===== src/rtl/rgb_status_pwm_if.sv =====
// rtl/rgb_status_pwm_if.sv - game-state inputs and RGB LED drive bundle for rgb_status_pwm
interface rgb_status_pwm_if #(
    parameter int PWM_BITS = 8
);
    logic                gameOver;
    logic                i_speaker;
    logic [PWM_BITS-1:0] i_bright;
    logic                red;
    logic                green;
    logic                blue;

    modport master (
        output gameOver, i_speaker, i_bright,
        input  red, green, blue
    );

    modport slave (
        input  gameOver, i_speaker, i_bright,
        output red, green, blue
    );
endinterface


===== src/rtl/rgb_status_pwm.sv =====
// rtl/rgb_status_pwm.sv - RGB status LED driver with PWM brightness, alert hold and game-over blink
module rgb_status_pwm #(
    parameter int PWM_BITS    = 8,
    parameter int HOLD_CYCLES = 5_000_000,
    parameter int BLINK_HALF  = 12_500_000,
    parameter bit BLINK_EN    = 1'b1
) (
    input  logic               clk,
    input  logic               reset,
    rgb_status_pwm_if.slave    bus
);
    localparam int HW = (HOLD_CYCLES > 1) ? $clog2(HOLD_CYCLES + 1) : 1;
    localparam int BW = (BLINK_HALF > 1) ? $clog2(BLINK_HALF) : 1;
    localparam logic [HW-1:0]       HOLD_LOAD  = HW'(HOLD_CYCLES);
    localparam logic [BW-1:0]       BLINK_LAST = BW'(BLINK_HALF - 1);
    // Last count value is 2^PWM_BITS-2, giving a period of 2^PWM_BITS-1 cycles.
    localparam logic [PWM_BITS-1:0] PWM_LAST   = {{(PWM_BITS-1){1'b1}}, 1'b0};

    typedef enum logic [1:0] {
        IDLE  = 2'd0,
        ALERT = 2'd1,
        OVER  = 2'd2
    } state_t;

    state_t              state, state_d;
    logic [HW-1:0]       hold_cnt, hold_d;
    logic [BW-1:0]       blink_cnt, blink_cnt_d;
    logic                blink_ph, blink_ph_d;
    logic [PWM_BITS-1:0] pwm_cnt, pwm_d;
    logic                pwm_on;
    logic                red_d, green_d, blue_d;

    always_ff @(posedge clk or posedge reset) begin
        if (reset) begin
            state     <= IDLE;
            hold_cnt  <= '0;
            blink_cnt <= '0;
            blink_ph  <= 1'b1;
            pwm_cnt   <= '0;
            bus.red   <= 1'b0;
            bus.green <= 1'b0;
            bus.blue  <= 1'b0;
        end else begin
            state     <= state_d;
            hold_cnt  <= hold_d;
            blink_cnt <= blink_cnt_d;
            blink_ph  <= blink_ph_d;
            pwm_cnt   <= pwm_d;
            bus.red   <= red_d;
            bus.green <= green_d;
            bus.blue  <= blue_d;
        end
    end

    always_comb begin
        state_d     = IDLE;
        hold_d      = '0;
        blink_cnt_d = blink_cnt;
        blink_ph_d  = blink_ph;

        if (bus.gameOver) begin
            state_d = OVER;
            if (state != OVER) begin
                blink_cnt_d = '0;
                blink_ph_d  = 1'b1;
            end else if (blink_cnt == BLINK_LAST) begin
                blink_cnt_d = '0;
                blink_ph_d  = BLINK_EN ? ~blink_ph : 1'b1;
            end else begin
                blink_cnt_d = blink_cnt + BW'(1);
            end
        end else if (bus.i_speaker) begin
            // Every speaker cycle reloads, so the hold always counts from the last pulse.
            state_d = ALERT;
            hold_d  = HOLD_LOAD;
        end else if (state == ALERT && hold_cnt > HW'(1)) begin
            state_d = ALERT;
            hold_d  = hold_cnt - HW'(1);
        end
    end

    always_comb begin
        pwm_d   = (pwm_cnt == PWM_LAST) ? '0 : pwm_cnt + PWM_BITS'(1);
        pwm_on  = (pwm_cnt < bus.i_bright);
        red_d   = (state == ALERT) && pwm_on;
        green_d = (state == IDLE)  && pwm_on;
        blue_d  = (state == OVER)  && pwm_on && blink_ph;
    end
endmodule


===== src/flat_wrapper.sv =====
// flat-port wrapper written by rule: the top's interface ports become plain ports
module rgb_status_pwm_flat 
#(
    parameter int PWM_BITS    = 8,
    parameter int HOLD_CYCLES = 5_000_000,
    parameter int BLINK_HALF  = 12_500_000,
    parameter bit BLINK_EN    = 1'b1
)
  (clk, reset, bus_gameOver, bus_i_speaker, bus_i_bright, bus_red, bus_green, bus_blue);
  rgb_status_pwm_if #(.PWM_BITS(PWM_BITS)) bus_i ();
  input  logic clk;
  input  logic reset;
  input wire logic [$bits(bus_i.gameOver)-1:0] bus_gameOver;
  input wire logic [$bits(bus_i.i_speaker)-1:0] bus_i_speaker;
  input wire logic [$bits(bus_i.i_bright)-1:0] bus_i_bright;
  output wire logic [$bits(bus_i.red)-1:0] bus_red;
  output wire logic [$bits(bus_i.green)-1:0] bus_green;
  output wire logic [$bits(bus_i.blue)-1:0] bus_blue;
  assign bus_i.gameOver = bus_gameOver;
  assign bus_i.i_speaker = bus_i_speaker;
  assign bus_i.i_bright = bus_i_bright;
  assign bus_red = bus_i.red;
  assign bus_green = bus_i.green;
  assign bus_blue = bus_i.blue;
  rgb_status_pwm #(.PWM_BITS(PWM_BITS), .HOLD_CYCLES(HOLD_CYCLES), .BLINK_HALF(BLINK_HALF), .BLINK_EN(BLINK_EN)) u_core (.clk(clk), .reset(reset), .bus(bus_i));
endmodule

===== config.mk =====
export PLATFORM = sky130hd
export DESIGN_NAME = rgb_status_pwm_flat
export DESIGN_NICKNAME = d
export VERILOG_FILES = /design/src/rtl/rgb_status_pwm_if.sv /design/src/rtl/rgb_status_pwm.sv /design/src/flat_wrapper.sv
export SDC_FILE = /design/constraint.sdc
export NUM_CORES = 1
export LEC_CHECK = 0
export CORE_ASPECT_RATIO = 2
export CORE_MARGIN = 2
export CORE_UTILIZATION = 32
export CTS_CLUSTER_SIZE = 25
export DETAILED_ROUTE_END_ITERATION = 12
export DONT_BUFFER_PORTS = 1
export PLACE_DENSITY = 0.52
export SETUP_SLACK_MARGIN = 0.2
export SYNTH_ARGS = -nofsm -noshare
export SYNTH_HDL_FRONTEND = slang
export SYNTH_SLANG_ARGS = --single-unit
export TNS_END_PERCENT = 50

===== constraint.sdc =====
create_clock -name clk -period 5.7 [get_ports clk]
set_clock_uncertainty 0.05 [all_clocks]
set_input_delay 0.855 -clock clk [delete_from_list [all_inputs] [get_ports clk]]
set_output_delay 0.855 -clock clk [all_outputs]
set_load 0.05 [all_outputs]

==> impl_metrics.env, run 1 <==
export IMPL_criticalPathCategory="reg -> reg"
export IMPL_grt_pass1_vias=2514
export IMPL_rsz0062_at_grt="no"
export IMPL_slew_headroom=0.284
export IMPL_worst_r2r_endpoint="u_core.blink_cnt[9]"
export IMPL_instances_no_fill=475
export IMPL_cts_root_buf="clkbuf_16"
export IMPL_ys_async_sr_fraction=1.00
export IMPL_hp_class="reg -> reg"
export IMPL_wirelength_mm=7.03
export IMPL_layout_min_cycle_time_ps=2690
export IMPL_path_max_fanout=17
export IMPL_multiInputGateArea_sq_um=1570
export IMPL_diodes=0
export IMPL_final_seq_area_sq_um=1530
export IMPL_clock_sinks=61
export IMPL_cts_tree="yes"
export IMPL_synth_nets=356
export IMPL_synth_top_family_by_area="simple AND/OR/NAND/NOR gates"
export IMPL_ys_seq_area_frac=0.479
export IMPL_power_density_nw_per_um2=293
export IMPL_grt_pass1_wl_mm=11.8
export IMPL_synth_cell_types=45
export IMPL_ir_drop_mv=0.142
export IMPL_synth_fa_ha_area_frac=0.0471
export IMPL_viasPerCell=5.01
export IMPL_synthTopCellsByCount="nor2_1 (62), dfrtp_1 (60), nand2_1 (25), xnor2_1 (24), xor2_1 (16)"
export IMPL_gp_congestion=0.778
export IMPL_synth_area_sq_um=3190
export IMPL_cts_hold_buf=0
export IMPL_synth_top_cell_by_area="dfrtp_1"
export IMPL_route_detailed_drc=0
export IMPL_finalSetupViolations=0
export IMPL_io_pins=15
export IMPL_synth_area_leaders="dfrtp_1 (47%), nor2_1 (7.3%), xnor2_1 (6.6%)"
export IMPL_r2r_setup_slack_ps=3010
export IMPL_leakagePower_nw=1.63
export IMPL_cts_resized=0
export IMPL_start_kind="flop"
export IMPL_drtIter0Drc=68
export IMPL_dpl_instance_area_sq_um=3320
export IMPL_path_clk_slew_ps=50
export IMPL_worstPathArrival_ps=2820
export IMPL_insertion_delay_ps=330
export IMPL_avgRoutedWirePerCell_microns=14.8
export IMPL_initial_core_util=0.329
export IMPL_post_route_cell_area_sq_um=3610
export IMPL_final_nets=362
export IMPL_yosys_area_share_simple=0.250
export IMPL_core_area_sq_um=9700
export IMPL_yosysMostFrequentCell="nor2_1"
export IMPL_cp_end_kind="flop"
export IMPL_post_route_period_util=0.472
export IMPL_dp_cells=459
export IMPL_setup_tns_ps=0
export IMPL_drive_gt1_frac=0.0758
export IMPL_avgSynthCellArea_sq_um=9.61
export IMPL_ys_warn_count=0
export IMPL_ys_seq_elements=61
export IMPL_dpl_hpwl_mm=5.13
export IMPL_synth_compound_area_share=0.0769
export IMPL_die_area_sq_um=10800
export IMPL_firstDrtPassIters=4
export IMPL_htreeDepth=3
export IMPL_holdWs_ps=467
export IMPL_final_antenna_net_count=0
export IMPL_worstHoldEndpoint="u_core.pwm_cnt[0]"
export IMPL_area_growth_pct=13.1
export IMPL_synth_edff_count=0
export IMPL_cts_made_buffers=9
export IMPL_whs_path_depth=1
export IMPL_die_x_microns=74.6
export IMPL_synth_main_ff_cell="dfrtp_1"
export IMPL_grt_max_degree=62
export IMPL_grt_use_total=0.144
export IMPL_place_port_buffers=0
export IMPL_synthCells=332
export IMPL_status="completed"
export IMPL_holdCritStartpoint="u_core.pwm_cnt[0]"
export IMPL_cts_setup_buffers=0
export IMPL_clock_path_buffers=2
export IMPL_nFillCells=998
export IMPL_gr_total_overflow=0
export IMPL_vias=2380
export IMPL_timing_rr_start="u_core.blink_cnt[8]"
export IMPL_synth_xor_area_frac=0.110
export IMPL_antenna_found_initial=0
export IMPL_synth_top_area_frac=0.471
export IMPL_dieHeight_microns=145
export IMPL_tightest_slew_ps=1060
export IMPL_max_cap_violations=0
export IMPL_max_freq_mhz=372
export IMPL_critPathRequiredTime_ps=5830
export IMPL_slew_viol_final=0
export IMPL_finalHoldViolCount=0
export IMPL_reg2reg_depth=5
export IMPL_fp_row_count=51
export IMPL_synthMuxAreaShare=0.00706
[report_power, final]
group / internal (mW) / total (mW) / leakage (nW) / switching [mW]
sequential: 0.443 / 0.458 / 0.816 / 0.0146
combinational: 0.0313 / 0.0802 / 0.672 / 0.0489
clock: 0.341 / 0.518 / 0.146 / 0.177
total: 0.815 / 1.06 / 1.63 / 0.241
[metal layers]
metal,track usage,part of all wire
met1,0.145,0.37
met2,0.258,0.56
met3,0.0299,0.026
met4,0.0795,0.038
met5,0,0
[cells in the final DEF, fill, tap and decap left out, drive strengths merged]
master	Yosys	final
nor2	62	62
dfrtp	60	60
nand2	26	26
xnor2	24	24
xor2	16	16
clkbuf	1	15
nand3	14	14
inv	13	13
nor3	12	12
ha	12	12
a21oi	11	11
o21ai	11	11
nor4	10	10
nand4	9	9
or3	6	6
a21o	5	5
and3	4	4
or4	4	4
nand2b	3	3
nor2b	2	2
and2	2	2
and4	2	2
mux2	2	2
a22o	2	2
or4b	2	2
nand4b	1	1
o31a	1	1
nor3b	1	1
nand3b	1	1
o41ai	1	1
o31ai	1	1
o2111a	1	1
a211o	1	1
o21a	1	1
o22ai	1	1
o221ai	1	1
clkinv	0	1
buf	5	1
dfstp	1	1
[worst max-delay path, stage by stage, from the launching register on]
cell and delay (ps):
dfrtp_1 420, or4b_1 520, or4_4 440, o21ai_2 390, and2_1 600, nor2_1 120
[worst max path at each step]
stage / end / depth (start not counted) / from
2_1_floorplan: u_core.blink_cnt[0] / 1 / reset
3_3_place_gp: u_core.blink_cnt[23] / 5 / u_core.blink_cnt[8]
3_5_place_dp: u_core.blink_cnt[18] / 5 / u_core.blink_cnt[8]
4_1_cts: u_core.blink_cnt[18] / 5 / u_core.blink_cnt[8]
5_1_grt: u_core.blink_cnt[20] / 5 / u_core.blink_cnt[8]
6_report: u_core.blink_cnt[9] / 5 / u_core.blink_cnt[8]
[kinds of logic after synthesis]
group,Yosys count
DFF,61
adders and majority gates,12
muxes,2
AOI/OAI and AO/OA,37
buffers and inverters,19
and+or+nand+nor,161
xor gates and xnor gates,40
[metrics by stage]
step / utilization / worst slack [ps] / power (mW)
2_1_floorplan: - / 3280 / 0.530
3_3_place_gp: 0.342 / 3050 / 0.546
3_5_place_dp: 0.342 / 2980 / 0.546
4_1_cts: 0.372 / 2970 / 1.08
5_1_grt: 0.372 / 2860 / 1.11
6_report: 0.372 / 3010 / 1.06
[registers in the layout, summed over array words and instances (netlist names)]
register	flops
u_core.blink_cnt	24
u_core.blink_ph	1
u_core.bus.blue	1
u_core.bus.green	1
u_core.bus.red	1
u_core.hold_cnt	23
u_core.pwm_cnt	8
u_core.state	2
[cell type report]
cell class | count | area share
Tap cell | 132 | 0.0458
Clock inverter | 1 | 0.00139
Inverter | 13 | 0.0135
Clock buffer | 15 | 0.0798
Multi-Input combinational cell | 252 | 0.434
Sequential cell | 61 | 0.423
Timing Repair Buffer | 1 | 0.00208
Note: power is estimated with default switching activity, not from simulation.
==> inputs of run 2 (changes only) <==
PLACE_DENSITY = 0.53   (was 0.52)
clock period = 2.2 ns   (was 5.7 ns; I/O delays follow)
==> impl_metrics.env, run 2 (same netlist as run 1, synthesis figures left out) <==
export IMPL_firstDrtPassIters=4
export IMPL_slew_viol_final=0
export IMPL_clock_sinks=61
export IMPL_antenna_found_initial=0
export IMPL_timing_rr_start="u_core.blink_cnt[22]"
export IMPL_htreeDepth=3
export IMPL_cp_end_kind="flop"
export IMPL_critPathRequiredTime_ps=2370
export IMPL_crit_start="u_core.blink_cnt[22]"
export IMPL_grt_pass1_vias=2554
export IMPL_p_int_mw=2.17
export IMPL_dpl_hpwl_mm=5.18
export IMPL_fp_row_count=51
export IMPL_start_kind="flop"
export IMPL_power_density_nw_per_um2=713
export IMPL_drtIter0Drc=142
export IMPL_io_pins=15
export IMPL_worst_r2r_endpoint="u_core.blink_cnt[11]"
export IMPL_post_route_cell_area_sq_um=4100
export IMPL_rsz0062_at_grt="yes"
export IMPL_nFillCells=978
export IMPL_grt_pass1_wl_mm=12.5
export IMPL_post_route_period_util=1.00
export IMPL_slew_headroom=0.674
export IMPL_pwr_share_clk=0.497
export IMPL_setup_tns_ps=-11.3
export IMPL_route_detailed_drc=0
export IMPL_insertion_delay_ps=340
export IMPL_hp_class="in -> reg"
export IMPL_vias=2489
export IMPL_status="finished with violations"
export IMPL_viasPerCell=4.90
export IMPL_p_sw_frac=0.261
export IMPL_tightest_slew_ps=487
export IMPL_worstHoldEndpoint="u_core.blink_cnt[1]"
export IMPL_reg_top3="u_core.blink_cnt: 24 flops, u_core.hold_cnt: 23 flops, u_core.pwm_cnt: 8 flops"
export IMPL_finalHoldViolCount=0
export IMPL_max_freq_mhz=453
export IMPL_path_max_fanout=8
export IMPL_area_growth_pct=28.7
export IMPL_reg2reg_depth=6
export IMPL_finalSetupViolations=3
export IMPL_leakagePower_nw=1.81
export IMPL_final_nets=395
export IMPL_power_switching_uw=763
export IMPL_worstPathArrival_ps=2380
export IMPL_gr_total_overflow=0
export IMPL_p_total_mw=2.93
export IMPL_grt_use_total=0.153
export IMPL_whs_path_depth=1
export IMPL_r2r_setup_slack_ps=-6
export IMPL_diodes=0
export IMPL_core_area_sq_um=9700
export IMPL_avgRoutedWirePerCell_microns=14.9
export IMPL_grt_max_degree=26
export IMPL_preCtsSetupSlack_ps=-34.1
export IMPL_largest_register_ffs=24
export IMPL_die_area_sq_um=10800
export IMPL_criticalPathCategory="reg -> reg"
export IMPL_top_register="u_core.blink_cnt"
export IMPL_path_clk_slew_ps=60
export IMPL_place_port_buffers=0
export IMPL_layout_setup_ws_ps=-6.16
export IMPL_clock_path_buffers=2
export IMPL_wirelength_mm=7.57
export IMPL_drive_gt1_frac=0.250
export IMPL_gp_congestion=0.831
export IMPL_holdWs_ps=53.3
export IMPL_die_x_microns=74.6
export IMPL_initial_core_util=0.329
export IMPL_cts_tree="yes"
export IMPL_seqPwrFrac=0.404
export IMPL_share_comb_of_total_power=0.099
export IMPL_final_antenna_net_count=0
export IMPL_holdCritStartpoint="bus_gameOver"
export IMPL_dieHeight_microns=145
export IMPL_cts_made_buffers=9
export IMPL_layout_min_cycle_time_ps=2210
export IMPL_ir_drop_mv=0.477
export IMPL_final_cell_mix="dfrtp_1 (60), nor2_1 (39), buf_4 (26)"
export IMPL_cts_root_buf="clkbuf_16"
export IMPL_dpl_instance_area_sq_um=3540
export IMPL_violations="negative setup slack"
export IMPL_max_cap_violations=0
export IMPL_mostFrequentLayoutCell="dfrtp_1"
run 2: cell count changes in the layout (fill, tap and decap cells not counted), sizes merged:
cell,before,now
buf,1,31
clkbuf,15,10
inv,13,16
dlygate4sd3,0,2
bufinv,0,1
clkinv,1,2
clkinvlp,0,1
run 2: worst max path at each step:
| stage | cells after the start | slack, ps | endpoint |
|---|---|---|---|
| 2_1_floorplan | 6 | 110 | u_core.hold_cnt[21] |
| 3_3_place_gp | 6 | -30 | u_core.blink_cnt[0] |
| 3_5_place_dp | 6 | -30 | u_core.blink_cnt[0] |
| 4_1_cts | 6 | -2 | u_core.blink_cnt[0] |
| 5_1_grt | 6 | -80 | u_core.blink_cnt[23] |
| 6_report | 6 | -6 | u_core.blink_cnt[11] |
run 2: metal layers:
metal	track usage	part of all wire	up-vias
met5	0	0	-
met4	0.0875	0.036	0
met3	0.0354	0.028	20
met2	0.255	0.54	27
met1	0.172	0.40	1209
li1	-	-	1233
run 2: final cells by class:
cell class / count / area (sq um) / share of cell area
clock inverter: 7 / 81.3 / 0.0198
tap: 132 / 165 / 0.0402
clock buffer: 9 / 225 / 0.0549
multi-input combinational: 252 / 1740 / 0.424
timing repair buffer: 34 / 314 / 0.0765
sequential: 61 / 1530 / 0.372
inverter: 13 / 48.8 / 0.0119
run 2: what timing repair did:
item / CTS / global route
hold buffers: 2 / 0
setup buffers: 2 / 2
pin swaps: 27 / 22
endpoints found under the setup margin: 49 / 49
endpoints found under the hold margin: 24 / 0
resized for setup: 24 / 33
gates cloned: 0 / 1
run 2: stage by stage:
step | cells | util
finish | 508 | 0.423
floorplan | 332 | -
detailed placement | 485 | 0.365
global route | 508 | 0.423
global placement | 485 | 0.365
CTS | 505 | 0.408
run 2: power by group through the flow:
stage / combinational, mW / clock, mW / sequential [mW]
2_1_floorplan: 0.179 / 0 / 1.20
3_3_place_gp: 0.240 / 0 / 1.20
3_5_place_dp: 0.241 / 0 / 1.20
4_1_cts: 0.269 / 1.50 / 1.18
5_1_grt: 0.323 / 1.56 / 1.19
6_report: 0.290 / 1.45 / 1.18
run 2: worst max-delay path, cell delays in order (launching register included):
cell and delay [ps]:
dfrtp_1 380, or4b_1 510, or4_4 460, o21ai_4 230, and2_4 240, clkbuf_16 180
nor2_2 40
==> inputs of run 3 (changes only) <==
ABC_CLOCK_PERIOD_IN_PS = 2200   (was unset)
PLACE_DENSITY = 0.5   (was 0.53)
==> impl_metrics.env, run 3 (same netlist as run 1, synthesis figures left out) <==
export IMPL_antenna_found_initial=0
export IMPL_drive_gt1_frac=0.211
export IMPL_whs_path_depth=1
export IMPL_worstPathArrival_ps=2320
export IMPL_hp_class="in -> reg"
export IMPL_route_detailed_drc=0
export IMPL_area_growth_pct=26.4
export IMPL_cp_slowest_cell="or4b_1"
export IMPL_finalHoldViolCount=0
export IMPL_path_max_fanout=6
export IMPL_initial_core_util=0.329
export IMPL_rsz0062_at_grt="yes"
export IMPL_max_cap_violations=0
export IMPL_slew_headroom=0.613
export IMPL_cp_end_kind="flop"
export IMPL_final_antenna_net_count=0
export IMPL_worstHoldEndpoint="u_core.hold_cnt[11]"
export IMPL_dpl_hpwl_mm=5.56
export IMPL_start_kind="flop"
export IMPL_avgRoutedWirePerCell_microns=14.9
export IMPL_place_port_buffers=0
export IMPL_largest_register_ffs=24
export IMPL_wirelength_mm=7.54
export IMPL_final_cell_mix="dfrtp_1 (60), nor2_1 (52), buf_4 (27)"
export IMPL_fp_row_count=51
export IMPL_core_area_sq_um=9700
export IMPL_io_pins=15
export IMPL_slew_viol_final=0
export IMPL_die_x_microns=74.6
export IMPL_grt_max_degree=36
export IMPL_cts_made_buffers=9
export IMPL_mostFrequentLayoutCell="dfrtp_1"
export IMPL_finalSetupViolations=0
export IMPL_gr_total_overflow=0
export IMPL_max_freq_mhz=463
export IMPL_share_comb_of_total_power=0.092
export IMPL_grt_pass1_vias=2522
export IMPL_final_nets=394
export IMPL_viasPerCell=4.97
export IMPL_firstDrtPassIters=4
export IMPL_insertion_delay_ps=340
export IMPL_clock_path_buffers=2
export IMPL_tightest_slew_ps=579
export IMPL_die_area_sq_um=10800
export IMPL_layout_min_cycle_time_ps=2160
export IMPL_critPathMaxStageDelay_ps=510
export IMPL_crit_family="simple AND/OR/NAND/NOR gates"
export IMPL_holdCritStartpoint="bus_gameOver"
export IMPL_post_route_cell_area_sq_um=4030
export IMPL_status="completed"
export IMPL_cts_tree="yes"
export IMPL_seqPwrFrac=0.396
export IMPL_holdWs_ps=4.63
export IMPL_worst_r2r_endpoint="u_core.blink_cnt[0]"
export IMPL_dieHeight_microns=145
export IMPL_power_switching_uw=709
export IMPL_timing_rr_start="u_core.blink_cnt[22]"
export IMPL_p_sw_frac=0.237
export IMPL_drtIter0Drc=97
export IMPL_cp_num_buf_inv=1
export IMPL_utilization=0.416
export IMPL_p_total_mw=2.99
export IMPL_grt_pass1_wl_mm=12.3
export IMPL_crit_cells=6
export IMPL_pwr_share_clk=0.513
export IMPL_path_clk_slew_ps=60
export IMPL_gp_congestion=0.761
export IMPL_p_int_mw=2.28
export IMPL_ir_drop_mv=0.453
export IMPL_post_route_period_util=0.981
export IMPL_critPathRequiredTime_ps=2370
export IMPL_setup_tns_ps=0
export IMPL_criticalPathCategory="reg -> reg"
export IMPL_reg2reg_depth=6
export IMPL_leakagePower_nw=1.82
export IMPL_r2r_setup_slack_ps=40
export IMPL_diodes=0
export IMPL_top_register="u_core.blink_cnt"
export IMPL_power_density_nw_per_um2=743
export IMPL_reg_top3="u_core.blink_cnt: 24 flops, u_core.hold_cnt: 23 flops, u_core.pwm_cnt: 8 flops"
export IMPL_grt_use_total=0.153
export IMPL_cts_root_buf="clkbuf_16"
export IMPL_clock_sinks=61
export IMPL_vias=2521
export IMPL_dpl_instance_area_sq_um=3540
export IMPL_crit_start="u_core.blink_cnt[22]"
export IMPL_htreeDepth=3
export IMPL_cp_cell_sequence="or4b_1, or4_4, o21ai_4, buf_6, nor2_2, mux2_4"
run 3: cell type report:
type | instances | area [sq um]
clock inverters | 6 | 86.3
fillers | 1011 | 5670
multi-input cells | 253 | 1690
repair buffers | 32 | 274
flip-flops and latches | 61 | 1530
well taps | 132 | 165
inverters | 13 | 48.8
clock buffers | 10 | 239
run 3: worst register-to-register path, stage by stage, from the launching register on:
cell	delay, ps
dfrtp_1	380
or4b_1	510
or4_4	450
o21ai_4	210
buf_6	150
nor2_2	30
mux2_4	250
run 3: how the worst max path moves through the flow:
stage,endpoint,slack (ps)
floorplan,u_core.hold_cnt[21],110
global placement,u_core.blink_cnt[0],40
detailed placement,u_core.blink_cnt[3],10
CTS,u_core.blink_cnt[3],50
global route,u_core.blink_cnt[0],-40
finish,u_core.blink_cnt[0],40
run 3: repair_timing:
action                                  4_1_cts  5_1_grt
gates cloned                                  1        0
endpoints found under the setup margin       48       49
hold buffers                                  1        1
pin swaps                                     5        8
endpoints found under the hold margin        15        5
buffers inserted                              1        1
resized for setup                            16       17
run 3: power groups by stage:
stage	Combinational, mW	Clock (mW)	Sequential, mW
floorplan	0.179	0	1.20
global placement	0.243	0	1.20
detailed placement	0.244	0	1.20
CTS	0.262	1.57	1.18
global route	0.305	1.62	1.19
finish	0.274	1.53	1.18
run 3: layer usage:
layer / up-vias / wire length, microns / global-route usage
met5: - / 0 / 0
met4: 0 / 286 / 0.0804
met3: 22 / 207 / 0.0389
met2: 41 / 4300 / 0.274
met1: 1233 / 2740 / 0.152
li1: 1225 / - / -
run 3: metrics by stage:
step           std cells  setup slack [ps]
2_1_floorplan        332               106
3_3_place_gp         486              41.8
3_5_place_dp         486              10.4
4_1_cts              505              54.3
5_1_grt              507             -43.8
6_report             507              41.3
